`config.mk`:
```
export PLATFORM = sky130hd
export DESIGN_NAME = scr1_dmem_arb2
export DESIGN_NICKNAME = d
export VERILOG_FILES = /design/src/rtl/scr1_memif_pkg.sv /design/src/rtl/scr1_dmem_arb2.sv
export SDC_FILE = /design/constraint.sdc
export NUM_CORES = 1
export LEC_CHECK = 0
export ABC_CLOCK_PERIOD_IN_PS = 2320
export CAP_MARGIN = 15
export CELL_PAD_IN_SITES_DETAIL_PLACEMENT = 0
export CELL_PAD_IN_SITES_GLOBAL_PLACEMENT = 1
export CORE_ASPECT_RATIO = 1.1
export CORE_MARGIN = 2
export CORE_UTILIZATION = 17
export CTS_CLUSTER_SIZE = 16
export DETAILED_ROUTE_END_ITERATION = 7
export GPL_TIMING_DRIVEN = 0
export PLACE_DENSITY_LB_ADDON = 0.3
export SYNTH_ARGS = -nofsm -noshare
export SYNTH_HDL_FRONTEND = slang
export SYNTH_SLANG_ARGS = --single-unit
export TNS_END_PERCENT = 100
```
`constraint.sdc`:
```
create_clock -name clk -period 2.32 [get_ports clk]
set_clock_uncertainty 0.1 [all_clocks]
set_input_delay 0.464 -clock clk [delete_from_list [all_inputs] [get_ports clk]]
set_output_delay 0.464 -clock clk [all_outputs]
set_load 0.03 [all_outputs]
```
`src/rtl/scr1_memif_pkg.sv`:
```
// Memory-interface command, width and response encodings shared by the core and bridge ports.
package scr1_memif_pkg;

    typedef enum logic {
        SCR1_MEM_CMD_RD = 1'b0,
        SCR1_MEM_CMD_WR = 1'b1
    } type_scr1_mem_cmd_e;

    typedef enum logic [1:0] {
        SCR1_MEM_WIDTH_BYTE  = 2'b00,
        SCR1_MEM_WIDTH_HWORD = 2'b01,
        SCR1_MEM_WIDTH_WORD  = 2'b10
    } type_scr1_mem_width_e;

    typedef enum logic [1:0] {
        SCR1_MEM_RESP_NOTRDY = 2'b00,
        SCR1_MEM_RESP_RDY_OK = 2'b01,
        SCR1_MEM_RESP_RDY_ER = 2'b10
    } type_scr1_mem_resp_e;

endpackage

```
`src/rtl/scr1_dmem_arb2.sv`:
```
// Two-requester arbiter sharing the dmem bridge port; an in-order tag FIFO steers each
// bridge response back to the requester whose request it answers.
module scr1_dmem_arb2
    import scr1_memif_pkg::*;
#(
    parameter int unsigned OUTST_DEPTH = 4,
    parameter bit          FIXED_PRIO  = 1'b0
) (
    input  logic                 rst_n,
    input  logic                 clk,

    input  logic                 s0_req,
    output logic                 s0_req_ack,
    input  type_scr1_mem_cmd_e   s0_cmd,
    input  type_scr1_mem_width_e s0_width,
    input  logic [31:0]          s0_addr,
    input  logic [31:0]          s0_wdata,
    output logic [31:0]          s0_rdata,
    output type_scr1_mem_resp_e  s0_resp,

    input  logic                 s1_req,
    output logic                 s1_req_ack,
    input  type_scr1_mem_cmd_e   s1_cmd,
    input  type_scr1_mem_width_e s1_width,
    input  logic [31:0]          s1_addr,
    input  logic [31:0]          s1_wdata,
    output logic [31:0]          s1_rdata,
    output type_scr1_mem_resp_e  s1_resp,

    output logic                 m_req,
    input  logic                 m_req_ack,
    output type_scr1_mem_cmd_e   m_cmd,
    output type_scr1_mem_width_e m_width,
    output logic [31:0]          m_addr,
    output logic [31:0]          m_wdata,
    input  logic [31:0]          m_rdata,
    input  type_scr1_mem_resp_e  m_resp,

    output logic                 busy
);

    localparam int unsigned PtrW = (OUTST_DEPTH > 1) ? $clog2(OUTST_DEPTH) : 1;
    localparam int unsigned CntW = $clog2(OUTST_DEPTH + 1);
    localparam logic [CntW-1:0] CntFull = CntW'(OUTST_DEPTH);
    localparam logic [PtrW-1:0] PtrLast = PtrW'(OUTST_DEPTH - 1);

    logic [OUTST_DEPTH-1:0] tag_q, tag_d;
    logic [PtrW-1:0]        wr_ptr_q, wr_ptr_d;
    logic [PtrW-1:0]        rd_ptr_q, rd_ptr_d;
    logic [CntW-1:0]        count_q, count_d;
    logic                   rr_q, rr_d;

    logic stall;
    logic grant0;
    logic grant1;
    logic accept;
    logic resp_evt;
    logic head_id;

    // Request side: grant, forward and acknowledge with no added latency.
    always_comb begin
        stall      = (count_q == CntFull);
        // rr_q set means requester 1 holds round-robin priority.
        grant1     = s1_req & (~s0_req | (~FIXED_PRIO & rr_q));
        grant0     = s0_req & ~grant1;
        m_req      = (s0_req | s1_req) & ~stall;
        s0_req_ack = m_req_ack & grant0 & ~stall;
        s1_req_ack = m_req_ack & grant1 & ~stall;
        m_cmd      = grant1 ? s1_cmd   : s0_cmd;
        m_width    = grant1 ? s1_width : s0_width;
        m_addr     = grant1 ? s1_addr  : s0_addr;
        m_wdata    = grant1 ? s1_wdata : s0_wdata;
        accept     = m_req & m_req_ack;
    end

    // Response side: the head tag names the destination; orphans reach nobody.
    always_comb begin
        head_id  = tag_q[rd_ptr_q];
        resp_evt = (m_resp != SCR1_MEM_RESP_NOTRDY) & (count_q != '0);
        s0_resp  = (resp_evt & ~head_id) ? m_resp : SCR1_MEM_RESP_NOTRDY;
        s1_resp  = (resp_evt &  head_id) ? m_resp : SCR1_MEM_RESP_NOTRDY;
        s0_rdata = m_rdata;
        s1_rdata = m_rdata;
        busy     = (count_q != '0);
    end

    always_comb begin
        tag_d    = tag_q;
        wr_ptr_d = wr_ptr_q;
        rd_ptr_d = rd_ptr_q;
        count_d  = count_q;
        rr_d     = rr_q;
        if (accept) begin
            tag_d[wr_ptr_q] = grant1;
            wr_ptr_d        = (wr_ptr_q == PtrLast) ? '0 : wr_ptr_q + PtrW'(1);
            rr_d            = ~grant1;
        end
        if (resp_evt) begin
            rd_ptr_d = (rd_ptr_q == PtrLast) ? '0 : rd_ptr_q + PtrW'(1);
        end
        unique case ({accept, resp_evt})
            2'b10:   count_d = count_q + CntW'(1);
            2'b01:   count_d = count_q - CntW'(1);
            default: count_d = count_q;
        endcase
    end

    always_ff @(posedge clk or negedge rst_n) begin
        if (!rst_n) begin
            tag_q    <= '0;
            wr_ptr_q <= '0;
            rd_ptr_q <= '0;
            count_q  <= '0;
            rr_q     <= 1'b0;
        end else begin
            tag_q    <= tag_d;
            wr_ptr_q <= wr_ptr_d;
            rd_ptr_q <= rd_ptr_d;
            count_q  <= count_d;
            rr_q     <= rr_d;
        end
    end

`ifndef SYNTHESIS
    a_no_overflow: assert property (@(posedge clk) disable iff (!rst_n)
        accept |-> (count_q != CntFull));
    a_m_req_known: assert property (@(posedge clk) disable iff (!rst_n)
        !$isunknown(m_req));
    a_ack0_has_req: assert property (@(posedge clk) disable iff (!rst_n)
        s0_req_ack |-> s0_req);
    a_ack1_has_req: assert property (@(posedge clk) disable iff (!rst_n)
        s1_req_ack |-> s1_req);
    a_orphan_resp: assert property (@(posedge clk) disable iff (!rst_n)
        (m_resp != SCR1_MEM_RESP_NOTRDY) |-> (count_q != '0))
        else $warning("scr1_dmem_arb2: orphan bridge response ignored");
`endif

endmodule
```
-- Yosys cells after proc, flatten, opt, wreduce, memory -nomap -nowiden
Cells that the tools add are included.
- bits in registers: 12
- output and inout bits: 139
- input bits: 173
- $lt $le $gt $ge: 3
- eq/ne operators: 5
- reduce and logical (&&, ||, !) cells: 4
- bitwise gates (word level): 17
- add/subtract/negate cells: 4
- multiplexer cells: 14
- operators with widths (kind ; count):
    $mux 32 ; 2
    $and 1x1->1 ; 11
    $mux 2 ; 5
    $eq 2x2->1 const B ; 3
    $lt 2x3->1 const B ; 2
    $pmux 3 s2 ; 1
    $add 2x1->2 const B ; 2
    $bwmux 4 ; 1
    $not 1->1 ; 4
    $reduce_bool 2->1 ; 2
    $add 3x1->3 const B ; 1
    $eq 3x3->1 const B ; 1
    $mux 1 ; 3
    $reduce_bool 3->1 ; 1
    $sub 3x1->3 const B ; 1
    $bmux 1 s2 ; 1
    $demux 1 s2 ; 1
    $eq 2x1->1 const B ; 1
    $ge 2x1->1 const B ; 1
    $or 1x1->1 ; 2
    $logic_and 1x1->1 ; 1

-- Logic depth before layout (Yosys ltp)
Gate-level depths: netlist (run 1).
- depth after elaboration: 7
- depth in mapped cells: 9
- gate-level depth less buffers: 9

-- Least setup slack after synthesis (run 1)
Ideal clock, no wire load.
- kind: register to register
- start: reg count_q[0]
- end: reg count_q[2]
- library setup time: 0.079 ns
- data required time: 2.141 ns
- setup slack: 0.250 ns
- data arrival time: 1.890 ns
- cell stages (with the launch flop): 10
- path through: dfrtp_1 > nor3b_4 > nor3_2 > inv_1 > ha_1 > inv_1 > fa_1 > xor2_1 > nor2_1 > xor2_1
- cells in the longest elaborated chain, start to end: 6
- elaborated cells on any way between the ends: 12
- those cells by class: add/sub (2); eq/ne (3); mux (1); bitwise (4); reduce/logical (2)
- RTL lines (element ; RTL line ; text):
    start, declared ; scr1_dmem_arb2.sv:50 ; logic [CntW-1:0] count_q, count_d;
    start signal, assigned ; scr1_dmem_arb2.sv:119 ; count_q <= count_d;
    $eq 3x3->1 ; scr1_dmem_arb2.sv:62 ; stall = (count_q == CntFull);
    $not 1->1 ; scr1_dmem_arb2.sv:66 ; m_req = (s0_req | s1_req) & ~stall;
    $and 1x1->1 ; scr1_dmem_arb2.sv:66 ;
    $and 1x1->1 ; scr1_dmem_arb2.sv:73 ; accept = m_req & m_req_ack;
    $eq 2x1->1 or $eq 2x2->1 (tied branches) ; scr1_dmem_arb2.sv:101 ; unique case ({accept, resp_evt})
    $pmux 3 s2 or $reduce_bool 2->1 (tied branches) ; n/a ;
Several ways; a longest one is shown, not always the timed one.
A chain may end at the register's enable or synchronous reset.

-- Worst setup path in the final report (run 1)
- start: reg rr_q
- end: out m_addr[4]
- cells in the longest elaborated chain, start to end: 3
- RTL lines (element ; RTL line ; text):
    start, declared ; scr1_dmem_arb2.sv:51 ; logic rr_q, rr_d;
    start signal, assigned ; scr1_dmem_arb2.sv:120 ; rr_q <= rr_d;
    $or 1x1->1 ; scr1_dmem_arb2.sv:64 ; grant1 = s1_req & (~s0_req | (~FIXED_PRIO & rr_q));
    $and 1x1->1 ; scr1_dmem_arb2.sv:64 ;
    $mux 32 ; scr1_dmem_arb2.sv:71 ; m_addr = grant1 ? s1_addr : s0_addr;
    end, declared ; scr1_dmem_arb2.sv:34 ; output logic [31:0] m_addr,
Every way passes these cells.

==> results of run 1 <==
[flip-flops by register name (all words and copies together), names as in the netlist]
register / count
count_q: 3
rd_ptr_q: 2
tag_q: 4
wr_ptr_q: 2
rr_q: 1
[synthesized netlist by cell type]
master	count
mux2_4	66
buf_4	64
dfrtp_1	12
nand2_1	8
nor2_1	8
buf_12	7
inv_1	7
ha_1	6
mux2_1	6
nor3_1	5
mux2_2	3
and3_1	2
xor2_1	2
and2_4	1
and3_2	1
buf_6	1
fa_1	1
mux2i_1	1
mux4_2	1
nand2b_4	1
nor3_2	1
nor3b_4	1
o21ai_0	1
o31ai_1	1
o32a_1	1
or3_1	1
xnor2_1	1
[final cells by class]
type                    count  area (um2)
fillers                  1383        8274
well taps                 188       235.2
multi-input cells         120        1448
clock buffers               4       88.84
repair buffers            292        2841
flip-flops and latches     12       300.3
inverters                   7       26.28
plain buffers              69       580.6
[kinds of logic after synthesis]
family,synth area share
mux,0.4707
flops,0.1257
xor+xnor,0.01100
fa+ha+maj,0.03979
compound gates,0.009423
buf+inv,0.2754
simple gates,0.06806
[per-layer routing]
layer	part of all wire	wire length, um
met1	0.33	3309
met2	0.56	5588
met3	0.092	916
met4	0.015	149
met5	0	0
[critical path, cell delays in order (launching register included)]
cell and delay (ns):
dfrtp_1 0.38, nand2b_4 0.17, and2_4 0.17, buf_4 0.14, buf_12 0.14, mux2_4 0.29, buf_2 0.18
[final timing paths]
| kind | cells past startpoint | to | start |
|---|---|---|---|
| hold / removal | 1 | tag_q[3] | tag_q[3] |
| setup reg to reg | 10 | count_q[2] | count_q[0] |
| max in group asynchronous | 1 | rr_q | rst_n |
| hold reg to reg | 1 | tag_q[3] | tag_q[3] |
| min in group asynchronous | 1 | count_q[2] | rst_n |
| setup / recovery | 6 | m_addr[4] | rr_q |
[power groups by stage]
stage          Clock [W]  Sequential [W]  Combinational, W
2_1_floorplan          0        0.000397           0.00157
3_3_place_gp           0        0.000420           0.00242
3_5_place_dp           0        0.000423           0.00244
4_1_cts         0.000361        0.000421           0.00242
5_1_grt         0.000377        0.000440           0.00264
6_report        0.000356        0.000417           0.00248
[layout by cell type (no fill, tap or decap), types with 3 or more instances in the layout]
cell type	synthesis	routed
buf_2	0	27
mux2_4	66	66
nand2_1	8	8
nor3_1	5	5
dfrtp_1	12	12
inv_1	7	7
buf_4	64	76
mux2_2	3	3
mux2_1	6	6
nor2_1	8	7
ha_1	6	5
clkdlybuf4s15_2	0	3
buf_12	7	6
buf_6	1	42
clkbuf_16	0	3
clkdlybuf4s50_1	0	202
[through the flow]
stage | area, um2 | std cells | worst slack, ns | hold WS [ns] | power [W]
6_report | 5520 | 692 | 0.04351 | 0.3833 | 0.003253
2_1_floorplan | 2390 | 210 | 0.2504 | 0.06841 | 0.001963
4_1_cts | 5385 | 687 | -0.05007 | 0.3882 | 0.003206
5_1_grt | 5520 | 692 | -0.01631 | 0.4058 | 0.003462
3_3_place_gp | 5418 | 677 | -0.7303 | 0.3689 | 0.002842
3_5_place_dp | 5418 | 677 | -0.7323 | 0.3783 | 0.002865
[repair_timing]
item,4_1_cts,5_1_grt
buffers inserted,5,7
gates cloned,1,1
pin swaps,2,5
setup endpoints to repair,76,60
hold endpoints to repair,0,0
resized for setup,393,86
==> impl_metrics.tcl, run 1 <==
set metrics [dict create \
    synth-seq-cells 12 \
    outcome "finished, final reports clean" \
    die_h_um 128.4 \
    first_pass_iters 2 \
    drc 0 \
    hold_viol_final 0 \
    required_ns 1.76 \
    slew_viol_final 0 \
    endpoint_kind "output pin" \
    drv_cap 0 \
    nNetsFinal 685 \
    vdd_ir_drop_max_mv 0.4703 \
    vias 2571 \
    grt_usage 0.1120 \
    pwr-share-seq 0.128 \
    antenna_found_initial 0 \
    drt_wl_total_um 9963 \
    fin_setup_tns_ns 0 \
    p_sw_frac 0.4124 \
    grt_max_degree 13 \
    rsz0062_at_grt "yes" \
    clockRootBuffer "clkbuf_16" \
    startpoint_type "flip-flop" \
    io_pins 312 \
    place_congestion 0.7183 \
    cts_tree "done" \
    yosysUniqueCellTypes 27 \
    globalRouteMet2Util 0.2312 \
    drtAntennaViolNets 0 \
    met1_usage 0.1157 \
    synth_area_leader_cell "mux2_4" \
    p_comb_frac 0.763 \
    core_mm2 0.01379 \
    relSlewSlack 0.6212 \
    dp_hpwl_um 8591 \
    hold_class "flip-flop to flip-flop" \
    p_int_w 0.001912 \
    yosys_warnings 0 \
    clockBufferDepth 2 \
    clkPwrFrac 0.109 \
    p_sw_w 0.001342 \
    top_usage_layer "met2" \
    die_w_um 117.0 \
    ctsHtreeMaxLevel 1 \
    min_period_ns 2.276 \
    power_density_mw_per_mm2 589.3 \
    grt_first_pass_wirelength_um 13120 \
    die_area_mm2 0.01502 \
    yosys-top-cells-area "mux2_4 (41%), buf_4 (20%), dfrtp_1 (13%)" \
    worstSetupPathType "flip-flop to output pin" \
    synth_top_area_share 0.4147 \
    fp-row-count 45 \
    synthesis.area_mm2 0.002390 \
    ys_seq_area_frac 0.1257 \
    syn_inst 210 \
    worstSkewPairLatency_ns 0.24 \
    r2r_setup_slack_ns 0.17 \
    grt_pass1_vias 2440 \
    n_antenna_cell 0 \
    period_share 0.9812 \
    tightest_slew_ns 0.5664 \
    numCtsBuffers 3 \
    grt-ovfl-total 0 \
    cts_sinks 12 \
    drive_above_1_share 0.4742 \
    leakagePower_nw 2.574 \
    ctsHoldBuffers 0 \
    start_util 0.1732 \
    crit_fanout 10 \
    setup_viol 0 \
    max_freq_mhz 439.3 \
    cts.clk_slew.worst_paths_ns 0.05 \
    cp.arrival_ns 1.71 \
    gr-usage-met3 0.01837 \
    wl_per_cell_um 14.40 \
    syn_nets 390 \
    final_core_util 0.4002 \
    syn_to_final_growth_pct 131.0 \
    viasPerCell 3.715 \
    io_buffer_count 279 \
    drt_iter0_drc 27 \
    avgSynthCellArea_um2 11.38 \
]
Note: power is estimated with default switching activity, not from simulation.
==> run 2: changes to the inputs <==
--- a/config.mk
+++ b/config.mk
@@ -14,6 +14,7 @@
 export CORE_UTILIZATION = 17
 export CTS_CLUSTER_SIZE = 16
 export DETAILED_ROUTE_END_ITERATION = 7
+export GPL_ROUTABILITY_DRIVEN = 0
 export GPL_TIMING_DRIVEN = 0
 export PLACE_DENSITY_LB_ADDON = 0.3
 export SYNTH_ARGS = -nofsm -noshare
==> results of run 2 <==
Same layout as run 1: the final DEF is identical, and so are final timing and power.
